===== config.mk =====
export PLATFORM = sky130hd
export DESIGN_NAME = cpu_control_fsm
export DESIGN_NICKNAME = d
export VERILOG_FILES = /design/src/rtl/cpu_control_fsm.sv
export SDC_FILE = /design/constraint.sdc
export NUM_CORES = 1
export LEC_CHECK = 0
export BUFFER_PORTS_ARGS = -buffer_cell sky130_fd_sc_hd__buf_2
export CAP_MARGIN = 10
export CORE_UTILIZATION = 51
export DETAILED_ROUTE_END_ITERATION = 16
export PLACE_DENSITY = 0.83
export SYNTH_ARGS = -nofsm -noshare
export SYNTH_HDL_FRONTEND = slang
export SYNTH_SLANG_ARGS = --single-unit

===== constraint.sdc =====
create_clock -name clk -period 4.85 [get_ports clk]
set_input_delay 0.97 -clock clk [delete_from_list [all_inputs] [get_ports clk]]
set_output_delay 0.97 -clock clk [all_outputs]
set_load 0.02 [all_outputs]

===== src/rtl/cpu_control_fsm.sv =====
// Multi-cycle control unit for the 8-bit CPU datapath.
// Every instruction spends one DECODE cycle and then one EXEC cycle or a
// MEM phase of one or more cycles. Control outputs are decoded
// combinationally from the current state and opCode. The unit also holds
// the architectural Z flag and detects HALT and memory-bus timeouts.
//
// Memory handshake (valid/ready): mem_req is the valid. It stays high in
// every MEM cycle until a cycle in which mem_ready is also high. That cycle
// completes the access on its closing clock edge. mem_req never drops
// while waiting, except after a timeout (FAULT) or an asynchronous reset.
// MemWrite_Enable qualifies a store for the whole MEM phase.
module cpu_control_fsm #(
  parameter int MEM_TIMEOUT = 16,  // MEM wait cycles before fault; 0 = wait forever
  parameter int CNT_W       = 5    // timeout counter width
) (
  input  logic       clk,
  input  logic       reset,
  input  logic [3:0] opCode,
  input  logic       zero_flag,
  input  logic       mem_ready,
  output logic       PC_Enable,
  output logic       RA_Enable,
  output logic       Reg_const4,
  output logic       RegWrite_Enable,
  output logic       Reg_Imm,
  output logic       MemWrite_Enable,
  output logic [1:0] PC_RA_ALU_REG,
  output logic [1:0] Alu_Move_Mem,
  output logic [1:0] Reg_4_PC,
  output logic [2:0] ALUOP,
  output logic       mem_req,
  output logic       z_flag,
  output logic       retire,
  output logic       halted,
  output logic       fault,
  output logic [2:0] fsm_state
);

  typedef enum logic [2:0] {
    S_DECODE = 3'd0,
    S_EXEC   = 3'd1,
    S_MEM    = 3'd2,
    S_HALT   = 3'd3,
    S_FAULT  = 3'd4
  } state_t;

  localparam logic [3:0] OP_NOP  = 4'h0;
  localparam logic [3:0] OP_ADD  = 4'h1;
  localparam logic [3:0] OP_SUB  = 4'h2;
  localparam logic [3:0] OP_AND  = 4'h3;
  localparam logic [3:0] OP_OR   = 4'h4;
  localparam logic [3:0] OP_ADDI = 4'h5;
  localparam logic [3:0] OP_MOV  = 4'h6;
  localparam logic [3:0] OP_LD   = 4'h7;
  localparam logic [3:0] OP_ST   = 4'h8;
  localparam logic [3:0] OP_BEQ  = 4'h9;
  localparam logic [3:0] OP_JMP  = 4'hA;
  localparam logic [3:0] OP_CALL = 4'hB;
  localparam logic [3:0] OP_RET  = 4'hC;
  localparam logic [3:0] OP_BNE  = 4'hD;
  localparam logic [3:0] OP_CMP  = 4'hE;
  localparam logic [3:0] OP_HALT = 4'hF;

  // A MEM_TIMEOUT of zero turns the timeout off completely.
  localparam bit               TIMEOUT_EN = (MEM_TIMEOUT > 0);
  localparam logic [CNT_W-1:0] CNT_LAST   = TIMEOUT_EN ? CNT_W'(MEM_TIMEOUT - 1) : '0;

  state_t           state, state_next;
  logic [CNT_W-1:0] cnt;
  logic             cnt_inc, cnt_clr;
  logic             z_load;

  assign fsm_state = state;

  // State register, architectural Z flag and MEM wait counter.
  always_ff @(posedge clk or negedge reset) begin
    if (!reset) begin
      state  <= S_DECODE;
      z_flag <= 1'b0;
      cnt    <= '0;
    end else begin
      state <= state_next;
      if (z_load) z_flag <= zero_flag;
      if (cnt_clr)      cnt <= '0;
      else if (cnt_inc) cnt <= cnt + CNT_W'(1);
    end
  end

  // Next-state and control decode from state, opCode, Z flag and mem_ready.
  always_comb begin
    state_next      = state;
    PC_Enable       = 1'b0;
    RA_Enable       = 1'b0;
    Reg_const4      = 1'b0;
    RegWrite_Enable = 1'b0;
    Reg_Imm         = 1'b0;
    MemWrite_Enable = 1'b0;
    PC_RA_ALU_REG   = 2'b00;
    Alu_Move_Mem    = 2'b00;
    Reg_4_PC        = 2'b00;
    ALUOP           = 3'b000;
    mem_req         = 1'b0;
    retire          = 1'b0;
    halted          = 1'b0;
    fault           = 1'b0;
    z_load          = 1'b0;
    cnt_inc         = 1'b0;
    cnt_clr         = 1'b0;

    case (state)
      S_DECODE: begin
        case (opCode)
          OP_LD, OP_ST: state_next = S_MEM;
          OP_HALT: begin
            // HALT finishes in DECODE, so it retires here.
            retire     = 1'b1;
            state_next = S_HALT;
          end
          default: state_next = S_EXEC;
        endcase
      end

      S_EXEC: begin
        PC_Enable  = 1'b1;
        retire     = 1'b1;
        state_next = S_DECODE;
        case (opCode)
          OP_NOP: ;
          OP_ADD, OP_SUB, OP_AND, OP_OR: begin
            ALUOP           = 3'(opCode - OP_ADD);
            RegWrite_Enable = 1'b1;
            z_load          = 1'b1;
          end
          OP_ADDI: begin
            // r3 <= imm + r3: rd forced to r3, IN1 takes the immediate.
            Reg_const4      = 1'b1;
            Reg_Imm         = 1'b1;
            RegWrite_Enable = 1'b1;
            z_load          = 1'b1;
          end
          OP_MOV: begin
            RegWrite_Enable = 1'b1;
            Alu_Move_Mem    = 2'b01;
          end
          OP_CMP: begin
            ALUOP  = 3'b001;
            z_load = 1'b1;
          end
          OP_BEQ, OP_BNE: begin
            // The ALU forms PC + imm. It becomes the PC source only when taken.
            Reg_Imm  = 1'b1;
            Reg_4_PC = 2'b10;
            if ((opCode == OP_BEQ) == z_flag) PC_RA_ALU_REG = 2'b10;
          end
          OP_JMP: PC_RA_ALU_REG = 2'b11;
          OP_CALL: begin
            RA_Enable     = 1'b1;
            PC_RA_ALU_REG = 2'b11;
          end
          OP_RET: PC_RA_ALU_REG = 2'b01;
          default: ;
        endcase
      end

      S_MEM: begin
        mem_req         = 1'b1;
        MemWrite_Enable = (opCode == OP_ST);
        if (mem_ready) begin
          // A ready in the last allowed cycle still completes the access.
          PC_Enable  = 1'b1;
          retire     = 1'b1;
          cnt_clr    = 1'b1;
          state_next = S_DECODE;
          if (opCode == OP_LD) begin
            RegWrite_Enable = 1'b1;
            Alu_Move_Mem    = 2'b10;
          end
        end else if (TIMEOUT_EN && (cnt == CNT_LAST)) begin
          cnt_clr    = 1'b1;
          state_next = S_FAULT;
        end else begin
          cnt_inc = 1'b1;
        end
      end

      S_HALT:  halted = 1'b1;
      S_FAULT: fault  = 1'b1;
      default: state_next = S_DECODE;
    endcase
  end

endmodule


* Yosys cells after proc, flatten, opt, wreduce, memory -nomap -nowiden
Cells that the tools add are included.
** Word-level totals
- Logic and storage cells :: 82
- Register bits after elaboration :: 9
** Operators by class
- Add/sub/neg operators :: 2
- Multiplexer cells :: 43
- Reduce and logical (&&, ||, !) cells :: 11
- Equal/unequal tests :: 22
- Bitwise logic cells :: 1
** Operators by type and width (count)
- $eq 4x4->1 const B :: 8
- $mux 1 :: 24
- $eq 4x3->1 const B :: 4
- $mux 2 :: 6
- $reduce_or 6->1 :: 2
- $mux 5 :: 2
- $mux 3 :: 3
- $pmux 3 s3 :: 1
- $eq 4x2->1 const B :: 2
- $pmux 2 s2 :: 2
- $reduce_or 2->1 :: 4
- $eq 3x2->1 const B :: 2
- $pmux 2 s3 :: 1
- $pmux 3 s2 :: 1
- $add 5x1->5 const B :: 1
- $eq 5x4->1 const B :: 1
- $eq 4x1->1 const B :: 1
- $pmux 1 s2 :: 2
- $reduce_or 4->1 :: 1
- $eq 3x1->1 const B :: 1
- $eq 3x3->1 const B :: 1
- $logic_not 3->1 :: 1
- $ne 3x3->1 const B :: 1
- $pmux 1 s3 :: 1
- 6 further kinds :: 6

* Logic depth before layout (Yosys ltp)
- Depth after elaboration :: 6
- Gate-level depth with buffers :: 6
- Gate-level depth less buffers :: 6

* Worst setup path after synthesis
OpenSTA, ideal clock, no wires.
- Path kind :: input port to output port
- From :: input port opCode[3]
- To :: output port ALUOP[0]
- Slack :: 1.753 ns
- Required time :: 3.880 ns
- Buffers on the path :: 0
- Cell stages on the path :: 3
- Data arrival time :: 2.127 ns
- Path through :: or4b_4 -> a211o_1 -> o22ai_1
** On the way
- Longest elaborated chain between the ends :: 4
- Elaborated cells between the ends (all ways) :: 8
- Those cells by class :: 5 x eq/ne; 2 x mux; 1 x reduce/logical
** RTL lines
- start: declaration :: RTL line 18 : input logic [3:0] opCode,
- $eq 4x1->1 (tied with other cells) :: RTL line 127 : case (opCode)
- $reduce_or 4->1 :: RTL line 127
- $pmux 3 s2 * :: RTL line 127
- $mux 3 * :: RTL line 110 : case (state)
- end: declaration :: RTL line 30 : output logic [2:0] ALUOP,
Every way passes the cells marked *; elsewhere a longest branch is shown, timed or not.

* Final worst setup path
Ends and elaborated chain as after synthesis.

==> results.py <==
metrics = {
    "logic_synthesis": {
        "syn_area_sq_um": 782,
        "synth_compound_area_frac": 0.194,
        "syn_avg_cell_area_sq_um": 7.90,
        "synth_fa_ha_area_frac": 0.0960,
        "synth_cell_types": 37,
        "ys_seq_area_frac": 0.288,
        "synth_seq_cells": 9,
        "yosysWarnings": 0,
        "synth_top_family_by_area": "simple AND/OR/NAND/NOR gates",
        "synthMuxAreaShare": 0.0144,
        "synthesis.nets": 113,
        "synthSimpleGateAreaFrac": 0.320,
        "postSynthCellCount": 99,
        "synth-xor-area-share": 0.0112,
    },
    "cts": {
        "cts_tree": "built",
        "worst_skew_pair.late_latency_ns": 0.26,
        "clock_sinks": 9,
        "postCtsHoldBufs": 0,
        "cts_max_level": 1,
        "cts_buffers": 3,
        "clk_pin_slew_ns": 0.07,
        "root_buffer": "clkbuf_4",
        "postCtsResizedCells": 0,
        "clockBufferDepth": 2,
        "postCtsSetupRepairBufs": 0,
    },
    "pwr": {
        "internal_power_mw": 0.216,
        "power_density_nw_per_um2": 432,
        "switchingPower_mw": 0.191,
        "leakagePower_nw": 0.511,
        "sw_frac_of_total": 0.468,
        "pwr-share-seq": 0.337,
        "pwr-share-clk": 0.143,
        "ir_drop_mv": 0.197,
        "pwr-share-comb": 0.520,
    },
    "route": {
        "viasPerCell": 5.74,
        "vias": 815,
        "drc_errors": 0,
        "first_iter_violations": 12,
        "drt_first_pass_iters": 4,
        "ant_nets": 0,
        "routedWlPerCell_um": 12.6,
        "routed_wl_um": 1790,
    },
    "setup_path": {
        "cp_max_fo": 7,
        "reg2reg_depth": 4,
        "path_class": "in -> out",
        "reg2reg_slack_ns": 2.94,
        "slowest_delay_ns": 0.52,
        "slowest_stage": "or4b_4",
        "worstReg2RegEnd": "z_flag",
        "worstSetupEndpointType": "output port",
        "worstSetupStartpointType": "primary input",
        "cp.required_ns": 3.88,
        "cpMostUsedCell": "buf_2",
        "path_cells": "buf_2 -> or4b_4 -> a211o_1 -> o22ai_1 -> buf_2",
        "cp.arrival_ns": 2.23,
        "worstReg2RegStart": "fsm_state[2]",
    },
    "cells_and_area": {
        "seqCellArea_sq_um": 225,
        "fin_area_sq_um": 942,
        "multi_input_area_sq_um": 500,
        "final_util": 0.690,
        "fin_nets": 142,
        "layout_common_cells": "buf_2 (29), nand2_1 (13), nor2_1 (10), dfrtp_1 (9), inv_1 (7)",
        "drive_gt1_frac": 0.283,
        "fillCellCount": 121,
        "antenna_cells": 0,
        "final_common_cell": "buf_2",
        "syn_to_final_growth_pct": 20.5,
    },
    "sta": {
        "finalHoldViolations": 0,
        "tns_ns": 0,
        "fin_skew_ns": 0.0153,
        "timing.final.crit_share": 0.660,
        "layout_setup_ws_ns": 1.65,
        "fmax_mhz": 312,
        "setup_viol": 0,
        "rsz0062_at_grt": "false",
        "hold_slack_ns": 0.506,
        "drv_slew": 0,
        "post-route-min-period_ns": 3.20,
    },
    "placed_design": {
        "dp_slack_ns": 1.65,
        "gp_congestion": 0.784,
        "dpl.hpwl_um": 1430,
        "placed_area_sq_um": 916,
        "io_buffers": 29,
    },
    "floorplanning": {
        "rows": 13,
        "die_x_um": 41.2,
        "start_util": 0.572,
        "die_area_sq_um": 1690,
        "io_pins": 31,
        "die_h_um": 41.2,
        "fp.coreArea_sq_um": 1370,
    },
    "run": {
        "maxCapViolCount": 0,
    },
    "global_route": {
        "grt_max_degree": 14,
        "grt_pass1_vias": 629,
        "grt_first_pass_wirelength_um": 2650,
        "grt_overflow": 0,
        "antenna_found_initial": 0,
        "grtUsageTotal": 0.236,
    },
    "hold_path": {
        "min_to": "cnt[1]",
        "holdCritPathClass": "reg -> reg",
        "min_path_cells": 2,
        "hp-start": "cnt[1]",
    },
    "status": {
        "outcome": "finished clean",
    },
}
[through the flow]
| step | instances | total power, mW |
|---|---|---|
| finish | 142 | 0.407 |
| global route | 142 | 0.437 |
| CTS | 142 | 0.408 |
| detailed placement | 138 | 0.350 |
| global placement | 138 | 0.342 |
| floorplan | 99 | 0.284 |
[kinds of logic (layout without fill, tap and decap cells)]
group | Yosys count | count (layout)
other | 1 | 1
xor gates and xnor gates | 1 | 1
muxes | 1 | 1
buffers and inverters | 12 | 40
adders and majority gates | 6 | 6
AOI/OAI and AO/OA | 22 | 22
and+or+nand+nor | 47 | 47
DFF | 9 | 9
[worst max-delay path by stage]
stage / from / to / slack (ns) / cells after the start
after floorplan: opCode[3] / ALUOP[0] / 1.75 / 3
after global placement: opCode[3] / ALUOP[0] / 1.66 / 5
after detailed placement: opCode[3] / ALUOP[0] / 1.65 / 5
after CTS: opCode[3] / ALUOP[0] / 1.65 / 5
after global routing: opCode[3] / ALUOP[0] / 1.62 / 5
final: opCode[3] / ALUOP[0] / 1.65 / 5
[sequential cells by signal, summed over array words and instances, names as in the netlist]
signal,cells
cnt,5
fsm_state,3
z_flag,1
[power by group through the flow]
stage	clock, mW	combinational [mW]	sequential, mW
floorplan	0	0.140	0.144
global placement	0	0.206	0.136
detailed placement	0	0.212	0.138
CTS	0.0581	0.213	0.137
global route	0.0613	0.233	0.143
finish	0.0582	0.212	0.137
[worst max-delay path, delay by kind of cell]
family,cells,cell delay (ns)
buffers and inverters,2,0.31
AO/OA/AOI/OAI,2,0.43
AND/OR/NAND/NOR,1,0.52
[Yosys cell counts (all sizes together)]
cell type / number / share of area
and3: 1 / 0.0080
nand2b: 4 / 0.032
or4: 1 / 0.0096
nor2b: 3 / 0.024
a41o: 1 / 0.013
o31ai: 1 / 0.0096
nand2: 13 / 0.062
inv: 7 / 0.034
and4bb: 1 / 0.016
o21a: 1 / 0.0096
conb: 1 / 0.0048
nand3b: 1 / 0.0096
a21oi: 5 / 0.032
xnor2: 1 / 0.011
o21ai: 5 / 0.032
nand3: 3 / 0.019
and3b: 1 / 0.011
a211o: 2 / 0.022
nor2: 10 / 0.048
nand4: 1 / 0.0080
mux2: 1 / 0.014
clkbuf: 3 / 0.014
buf: 2 / 0.024
and2b: 1 / 0.0096
a211oi: 2 / 0.019
o211ai: 2 / 0.026
a31o: 1 / 0.011
o22a: 1 / 0.011
or4b: 1 / 0.018
or3b: 1 / 0.011
ha: 6 / 0.096
dfrtp: 9 / 0.29
nor3: 4 / 0.026
and2: 1 / 0.0080
o22ai: 1 / 0.0080
[layer usage]
metal | routed length [um] | vias up | GRT usage
met5 | 0 | - | 0
met4 | 19 | 0 | 0.121
met3 | 91 | 2 | 0.0163
met2 | 868 | 31 | 0.398
met1 | 815 | 381 | 0.296
li1 | - | 401 | -
[final cells by class]
| class | count | area share |
|---|---|---|
| flip-flops and latches | 9 | 0.239 |
| clock buffers | 4 | 0.0279 |
| well taps | 15 | 0.0199 |
| multi-input cells | 78 | 0.531 |
| repair buffers | 29 | 0.154 |
| inverters | 7 | 0.0279 |
No activity file was read; power rests on OpenSTA's default activity.
